**config.mk**
```make
export PLATFORM = sky130hd
export DESIGN_NAME = spi_master_flat
export DESIGN_NICKNAME = d
export VERILOG_FILES = /design/src/rtl/spi_master_if.sv /design/src/rtl/spi_master.sv /design/src/flat_wrapper.sv
export SDC_FILE = /design/constraint.sdc
export NUM_CORES = 1
export LEC_CHECK = 0
export ABC_AREA = 1
export CAP_MARGIN = 20
export CELL_PAD_IN_SITES_DETAIL_PLACEMENT = 0
export CELL_PAD_IN_SITES_GLOBAL_PLACEMENT = 2
export CORE_MARGIN = 4
export CORE_UTILIZATION = 32
export CTS_CLUSTER_SIZE = 16
export DETAILED_ROUTE_END_ITERATION = 10
export GPL_TIMING_DRIVEN = 0
export PLACE_DENSITY_LB_ADDON = 0.1
export RECOVER_POWER = 100
export SLEW_MARGIN = 30
export SYNTH_ARGS = -nofsm -noshare
export SYNTH_HDL_FRONTEND = slang
export SYNTH_SLANG_ARGS = --single-unit
export TNS_END_PERCENT = 10
```
**constraint.sdc**
```tcl
create_clock -name clk -period 1.95 [get_ports clk]
set_input_delay 0.39 -clock clk [delete_from_list [all_inputs] [get_ports clk]]
set_output_delay 0.39 -clock clk [all_outputs]
set_load 0.01 [all_outputs]
```
**src/rtl/spi_master_if.sv**
```systemverilog
// Handshake and SPI pin bundle for spi_master; the master modport is the DUT side.
interface spi_master_if #(
  parameter int unsigned DATA_WIDTH = 8
);
  logic                  start;
  logic [DATA_WIDTH-1:0] tx_data;
  logic                  hold_cs;
  logic [DATA_WIDTH-1:0] rx_data;
  logic                  done;
  logic                  busy;
  logic                  sclk;
  logic                  mosi;
  logic                  miso;
  logic                  cs_n;

  modport master (
    input  start, tx_data, hold_cs, miso,
    output rx_data, done, busy, sclk, mosi, cs_n
  );

  modport slave (
    output start, tx_data, hold_cs, miso,
    input  rx_data, done, busy, sclk, mosi, cs_n
  );
endinterface

```
**src/rtl/spi_master.sv**
```systemverilog
// SPI mode-0 master, MSB first, CLK_DIV clk cycles per SCLK half-period.
// Define SPI_MASTER_BURST_EN to keep cs_n low between transfers via hold_cs.
module spi_master #(
  parameter int unsigned DATA_WIDTH = 8,
  parameter int unsigned CLK_DIV    = 4
) (
  input  logic          clk,
  input  logic          rst,
  spi_master_if.master  bus_io
);

  localparam int unsigned CntW = (CLK_DIV > 1) ? $clog2(CLK_DIV) : 1;
  localparam int unsigned BitW = (DATA_WIDTH > 1) ? $clog2(DATA_WIDTH) : 1;
  localparam logic [CntW-1:0] LastCnt = CntW'(CLK_DIV - 1);
  localparam logic [BitW-1:0] LastBit = BitW'(DATA_WIDTH - 1);

  typedef enum logic [2:0] {
    StIdle,
    StSetup,
    StXfer,
    StTail,
    StHold
  } state_e;

  state_e                state_q, state_d;
  logic [CntW-1:0]       cnt_q, cnt_d;
  logic [BitW-1:0]       bit_q, bit_d;
  logic                  high_q, high_d;
  logic [DATA_WIDTH-1:0] tx_q, tx_d;
  logic [DATA_WIDTH-1:0] rx_shift_q, rx_shift_d;
  logic [DATA_WIDTH-1:0] rx_data_q, rx_data_d;
  logic                  done_q, done_d;

`ifdef SPI_MASTER_BURST_EN
  logic                  hold_q, hold_d;
`else
  logic                  unused_hold_cs;
  assign unused_hold_cs = bus_io.hold_cs;
`endif

  always_comb begin
    state_d    = state_q;
    cnt_d      = cnt_q;
    bit_d      = bit_q;
    high_d     = high_q;
    tx_d       = tx_q;
    rx_shift_d = rx_shift_q;
    rx_data_d  = rx_data_q;
    done_d     = 1'b0;
`ifdef SPI_MASTER_BURST_EN
    hold_d     = hold_q;
`endif

    unique case (state_q)
      StIdle, StHold: begin
        if (bus_io.start) begin
          state_d = StSetup;
          cnt_d   = '0;
          tx_d    = bus_io.tx_data;
`ifdef SPI_MASTER_BURST_EN
          hold_d  = bus_io.hold_cs;
        end else if ((state_q == StHold) && !bus_io.hold_cs) begin
          state_d = StIdle;
`else
        end else if (state_q == StHold) begin
          state_d = StIdle;
`endif
        end
      end

      StSetup: begin
        if (cnt_q == LastCnt) begin
          state_d = StXfer;
          cnt_d   = '0;
          bit_d   = '0;
          high_d  = 1'b1;
        end else begin
          cnt_d = cnt_q + CntW'(1);
        end
      end

      StXfer: begin
        if (cnt_q == LastCnt) begin
          cnt_d  = '0;
          high_d = !high_q;
          if (high_q) begin
            // Sample at the end of the high phase; next bit appears as sclk falls.
            rx_shift_d = (rx_shift_q << 1) | DATA_WIDTH'(bus_io.miso);
            tx_d       = tx_q << 1;
          end else if (bit_q == LastBit) begin
            state_d = StTail;
          end else begin
            bit_d = bit_q + BitW'(1);
          end
        end else begin
          cnt_d = cnt_q + CntW'(1);
        end
      end

      StTail: begin
        if (cnt_q == LastCnt) begin
          cnt_d     = '0;
          done_d    = 1'b1;
          rx_data_d = rx_shift_q;
          state_d   = StIdle;
`ifdef SPI_MASTER_BURST_EN
          if (hold_q) state_d = StHold;
`endif
        end else begin
          cnt_d = cnt_q + CntW'(1);
        end
      end

      default: state_d = StIdle;
    endcase
  end

  always_ff @(posedge clk or posedge rst) begin
    if (rst) begin
      state_q    <= StIdle;
      cnt_q      <= '0;
      bit_q      <= '0;
      high_q     <= 1'b0;
      tx_q       <= '0;
      rx_shift_q <= '0;
      rx_data_q  <= '0;
      done_q     <= 1'b0;
`ifdef SPI_MASTER_BURST_EN
      hold_q     <= 1'b0;
`endif
    end else begin
      state_q    <= state_d;
      cnt_q      <= cnt_d;
      bit_q      <= bit_d;
      high_q     <= high_d;
      tx_q       <= tx_d;
      rx_shift_q <= rx_shift_d;
      rx_data_q  <= rx_data_d;
      done_q     <= done_d;
`ifdef SPI_MASTER_BURST_EN
      hold_q     <= hold_d;
`endif
    end
  end

  // Pins decode straight from state so the async reset takes effect at once.
  assign bus_io.cs_n    = (state_q == StIdle);
  assign bus_io.busy    = (state_q == StSetup) || (state_q == StXfer) || (state_q == StTail);
  assign bus_io.sclk    = (state_q == StXfer) && high_q;
  assign bus_io.mosi    = (state_q != StIdle) && tx_q[DATA_WIDTH-1];
  assign bus_io.done    = done_q;
  assign bus_io.rx_data = rx_data_q;

endmodule

```
**src/flat_wrapper.sv**
```systemverilog
// flat-port wrapper written by rule: the top's interface ports become plain ports
module spi_master_flat 
#(
  parameter int unsigned DATA_WIDTH = 8,
  parameter int unsigned CLK_DIV    = 4
)
  (clk, rst, bus_io_start, bus_io_tx_data, bus_io_hold_cs, bus_io_miso, bus_io_rx_data, bus_io_done, bus_io_busy, bus_io_sclk, bus_io_mosi, bus_io_cs_n);
  spi_master_if #(.DATA_WIDTH(DATA_WIDTH)) bus_io_i ();
  input  logic clk;
  input  logic rst;
  input wire logic [$bits(bus_io_i.start)-1:0] bus_io_start;
  input wire logic [$bits(bus_io_i.tx_data)-1:0] bus_io_tx_data;
  input wire logic [$bits(bus_io_i.hold_cs)-1:0] bus_io_hold_cs;
  input wire logic [$bits(bus_io_i.miso)-1:0] bus_io_miso;
  output wire logic [$bits(bus_io_i.rx_data)-1:0] bus_io_rx_data;
  output wire logic [$bits(bus_io_i.done)-1:0] bus_io_done;
  output wire logic [$bits(bus_io_i.busy)-1:0] bus_io_busy;
  output wire logic [$bits(bus_io_i.sclk)-1:0] bus_io_sclk;
  output wire logic [$bits(bus_io_i.mosi)-1:0] bus_io_mosi;
  output wire logic [$bits(bus_io_i.cs_n)-1:0] bus_io_cs_n;
  assign bus_io_i.start = bus_io_start;
  assign bus_io_i.tx_data = bus_io_tx_data;
  assign bus_io_i.hold_cs = bus_io_hold_cs;
  assign bus_io_i.miso = bus_io_miso;
  assign bus_io_rx_data = bus_io_i.rx_data;
  assign bus_io_done = bus_io_i.done;
  assign bus_io_busy = bus_io_i.busy;
  assign bus_io_sclk = bus_io_i.sclk;
  assign bus_io_mosi = bus_io_i.mosi;
  assign bus_io_cs_n = bus_io_i.cs_n;
  spi_master #(.DATA_WIDTH(DATA_WIDTH), .CLK_DIV(CLK_DIV)) u_core (.clk(clk), .rst(rst), .bus_io(bus_io_i));
endmodule
```
==> results.tsv, run 1 <==
stage	metric	value	unit
min_path	hp-start	u_core.bus_io.rx_data[7]	
sta	post-route-period-util	92.9	%
clocking	holdBufCountCts	0	
sta	slew_headroom	15.6	%
detailed_routing	firstDrtPassIters	4	
setup_path	crit_arrival	1.97	ns
sta	fin_tns_setup	0	ns
floorplanning	start_util	32.8	%
setup_path	reg2reg_from	u_core.state_q[1]	
clocking	root_buffer	clkbuf_8	
sta	tightest_slew	1.26	ns
synth	yosysWarnings	0	
power_and_ir_drop	powerDensity	1360	nW/µm²
clocking	tritoncts	yes	
sta	grt_setup_unrepaired	no	
placed_design	numPortBuffers	24	
setup_path	required	2.11	ns
min_path	min_to	u_core.bus_io.rx_data[7]	
floorplanning	die-width	80.4	µm
floorplanning	ios	26	
cells_and_area	final_common_cell	nand2_1	
detailed_routing	drc_errors	0	
setup_path	end_kind	register	
power_and_ir_drop	p_leak	1.06	nW
sta	slew_viol_final	0	
cells_and_area	stdcell_area	2110	µm²
cells_and_area	diodes	0	
cells_and_area	drive_above_1_share	13.1	%
sta	fmax	552	MHz
floorplanning	fp.dieH	80.4	µm
setup_path	setup.worst_path.start_class	register	
run	cap_violations	0	
detailed_routing	via_count	1270	
cells_and_area	fillers	534	
global_routing	grt_pass1_vias	1256	
cells_and_area	mostFrequentLayoutCells	nand2_1 (51), dfrtp_1 (33), inv_1 (22), o21ai_0 (22), clkdlybuf4s50_1 (11)	
outcome	status	completed	
synth	synth.distinct_cells	22	
cells_and_area	syn_to_final_growth	26.0	%
power_and_ir_drop	p_total	2.88	mW
placed_design	dpl_cell_area	2000	µm²
min_path	hold_path.class	reg2reg	
detailed_routing	wl_per_cell	11.8	µm
clocking	cts.sinks	33	
sta	timing.final.ws_setup	0.139	ns
synth	syn-num-nets	209	
floorplanning	core	5110	µm²
setup_path	r2r_slack	0.14	ns
sta	period_needed	1.81	ns
sta	hold_slack	0.476	ns
detailed_routing	ant_nets	0	
placed_design	hpwl	2.47	mm
power_and_ir_drop	ir_worst_vdd	0.000579	V
detailed_routing	drt_wl_total	3.43	mm
cells_and_area	fin_nets	243	
synth	syn_inst	186	
clocking	cts_buffers	5	
global_routing	grt_start_max_net_pins	34	
synth	seq_area_frac_synth	49.3	%
floorplanning	design.die.area	6460	µm²
synth	ys_seq_elements	33	
floorplanning	rows	26	
setup_path	r2r_cells	9	
setup_path	path_max_fanout	10	
clocking	clk_latency	0.28	ns
global_routing	grt_pass1_wl	5.82	mm
sta	finalHoldViolCount	0	
synth	syn_area	1680	µm²
detailed_routing	drt_iter0_markers	56	
setup_path	path_class	reg2reg	
clocking	clockBufferDepth	2	
sta	finClkSkew	0.00413	ns
global_routing	overflow	0	
synth	syn_area_per_cell	9.01	µm²
sta	setup_viol	0	
detailed_routing	vias_per_cell	4.36	
min_path	whs_path_depth	2	
global_routing	grtUsageTotal	11.8	%
global_routing	antenna_found_initial	0	
clocking	cts_htree_levels	2	
placed_design	routabilityCongestion	0.756	
placed_design	dp_slack	0.0126	ns
setup_path	r2r-end	u_core.tx_q[1]	
clocking	clk_pin_slew	0.07	ns
-- flip-flops by register name (all words and copies together), names as in the netlist --
name / count
u_core.bit_q: 3
u_core.bus_io.done: 1
u_core.bus_io.rx_data: 8
u_core.cnt_q: 2
u_core.high_q: 1
u_core.rx_shift_q: 8
u_core.state_q: 2
u_core.tx_q: 8
-- how the worst max path moves through the flow --
stage | to | cells past startpoint | startpoint
3_3_place_gp | bus_io_mosi | 4 | u_core.state_q[0]
4_1_cts | bus_io_cs_n | 3 | u_core.state_q[0]
5_1_grt | u_core.tx_q[1] | 9 | u_core.state_q[1]
2_1_floorplan | u_core.tx_q[1] | 8 | u_core.state_q[1]
6_report | u_core.tx_q[1] | 9 | u_core.state_q[1]
3_5_place_dp | bus_io_mosi | 4 | u_core.state_q[1]
-- layout make-up --
cell class,instances,area [µm²],area share (%)
clock inverter,1,30.0,1.42
tap,70,87.6,4.15
multi-input combinational,125,718,34.0
clock buffer,7,86.3,4.09
timing repair buffer,27,254,12.0
inverter,24,90.1,4.27
sequential,33,826,39.1
buffer,4,20.0,0.948
-- per-layer routing --
layer	global-route usage, %	vias to the layer above	routed length, µm
li1	-	661	-
met1	15.8	587	1660
met2	18.2	20	1630
met3	3.36	2	112
met4	3.55	0	19
met5	0	-	0
-- cell usage after synthesis --
cell,number,area [µm²]
nand2_1,49,184
dfrtp_1,33,826
inv_1,22,82.6
o21ai_1,17,85.1
ha_1,10,125
o21ai_0,9,45.0
o21ai_2,8,70.1
or2_1,7,43.8
nand2_2,6,37.5
nand3_1,5,25.0
nor2_1,4,15.0
nand4_1,3,18.8
buf_2,2,10.0
inv_2,2,7.51
nand3_2,2,20.0
a21oi_2,1,8.76
buf_6,1,11.3
buf_8,1,15.0
nand3_4,1,17.5
nor3_1,1,5.00
o21a_1,1,7.51
o21ai_4,1,16.3
-- critical path: stages (launching register included) --
cell and delay, ns:
dfrtp_1 0.39, clkbuf_1 0.14, ha_1 0.24, inv_1 0.28, nand2_2 0.07, nand2_1 0.11, nand3_4 0.12, clkbuf_4 0.24
nand2_2 0.08, o21ai_2 0.05
-- power by group --
group	switching (mW)	total, mW	internal, mW
Combinational	0.762	1.25	0.492
Clock	0.237	0.654	0.416
Sequential	0.103	0.968	0.864
Total	1.10	2.88	1.77
-- kinds of logic after synthesis --
family | after synthesis | synth area share (%)
flops | 33 | 49.3
compound gates | 37 | 13.9
fa+ha+maj | 10 | 7.46
buf+inv | 28 | 7.54
simple gates | 78 | 21.9
-- per-stage QoR --
step | util, % | instances
floorplan | - | 186
detailed placement | 39.2 | 280
CTS | 42.2 | 291
finish | 41.4 | 291
global placement | 39.2 | 280
global route | 41.4 | 291
-- repair_timing --
action,4_1_cts,5_1_grt
setup endpoints to repair,4,1
buffers inserted,3,0
gates resized for setup,8,1
gates cloned,0,0
Note: power is estimated with default switching activity, not from simulation.
==> run 2: changes to the inputs <==
--- a/config.mk
+++ b/config.mk
@@ -20,4 +20,3 @@
 export SYNTH_ARGS = -nofsm -noshare
 export SYNTH_HDL_FRONTEND = slang
 export SYNTH_SLANG_ARGS = --single-unit
-export TNS_END_PERCENT = 10
==> results of run 2 <==
Same layout as run 1: the final DEF is identical, and so are final timing and power.
==> run 3: changes to the inputs <==
--- a/config.mk
+++ b/config.mk
@@ -11,7 +11,6 @@
 export CELL_PAD_IN_SITES_GLOBAL_PLACEMENT = 2
 export CORE_MARGIN = 4
 export CORE_UTILIZATION = 32
-export CTS_CLUSTER_SIZE = 16
 export DETAILED_ROUTE_END_ITERATION = 10
 export GPL_TIMING_DRIVEN = 0
 export PLACE_DENSITY_LB_ADDON = 0.1
==> results of run 3 <==
Same layout as run 1: the final DEF is identical, and so are final timing and power.
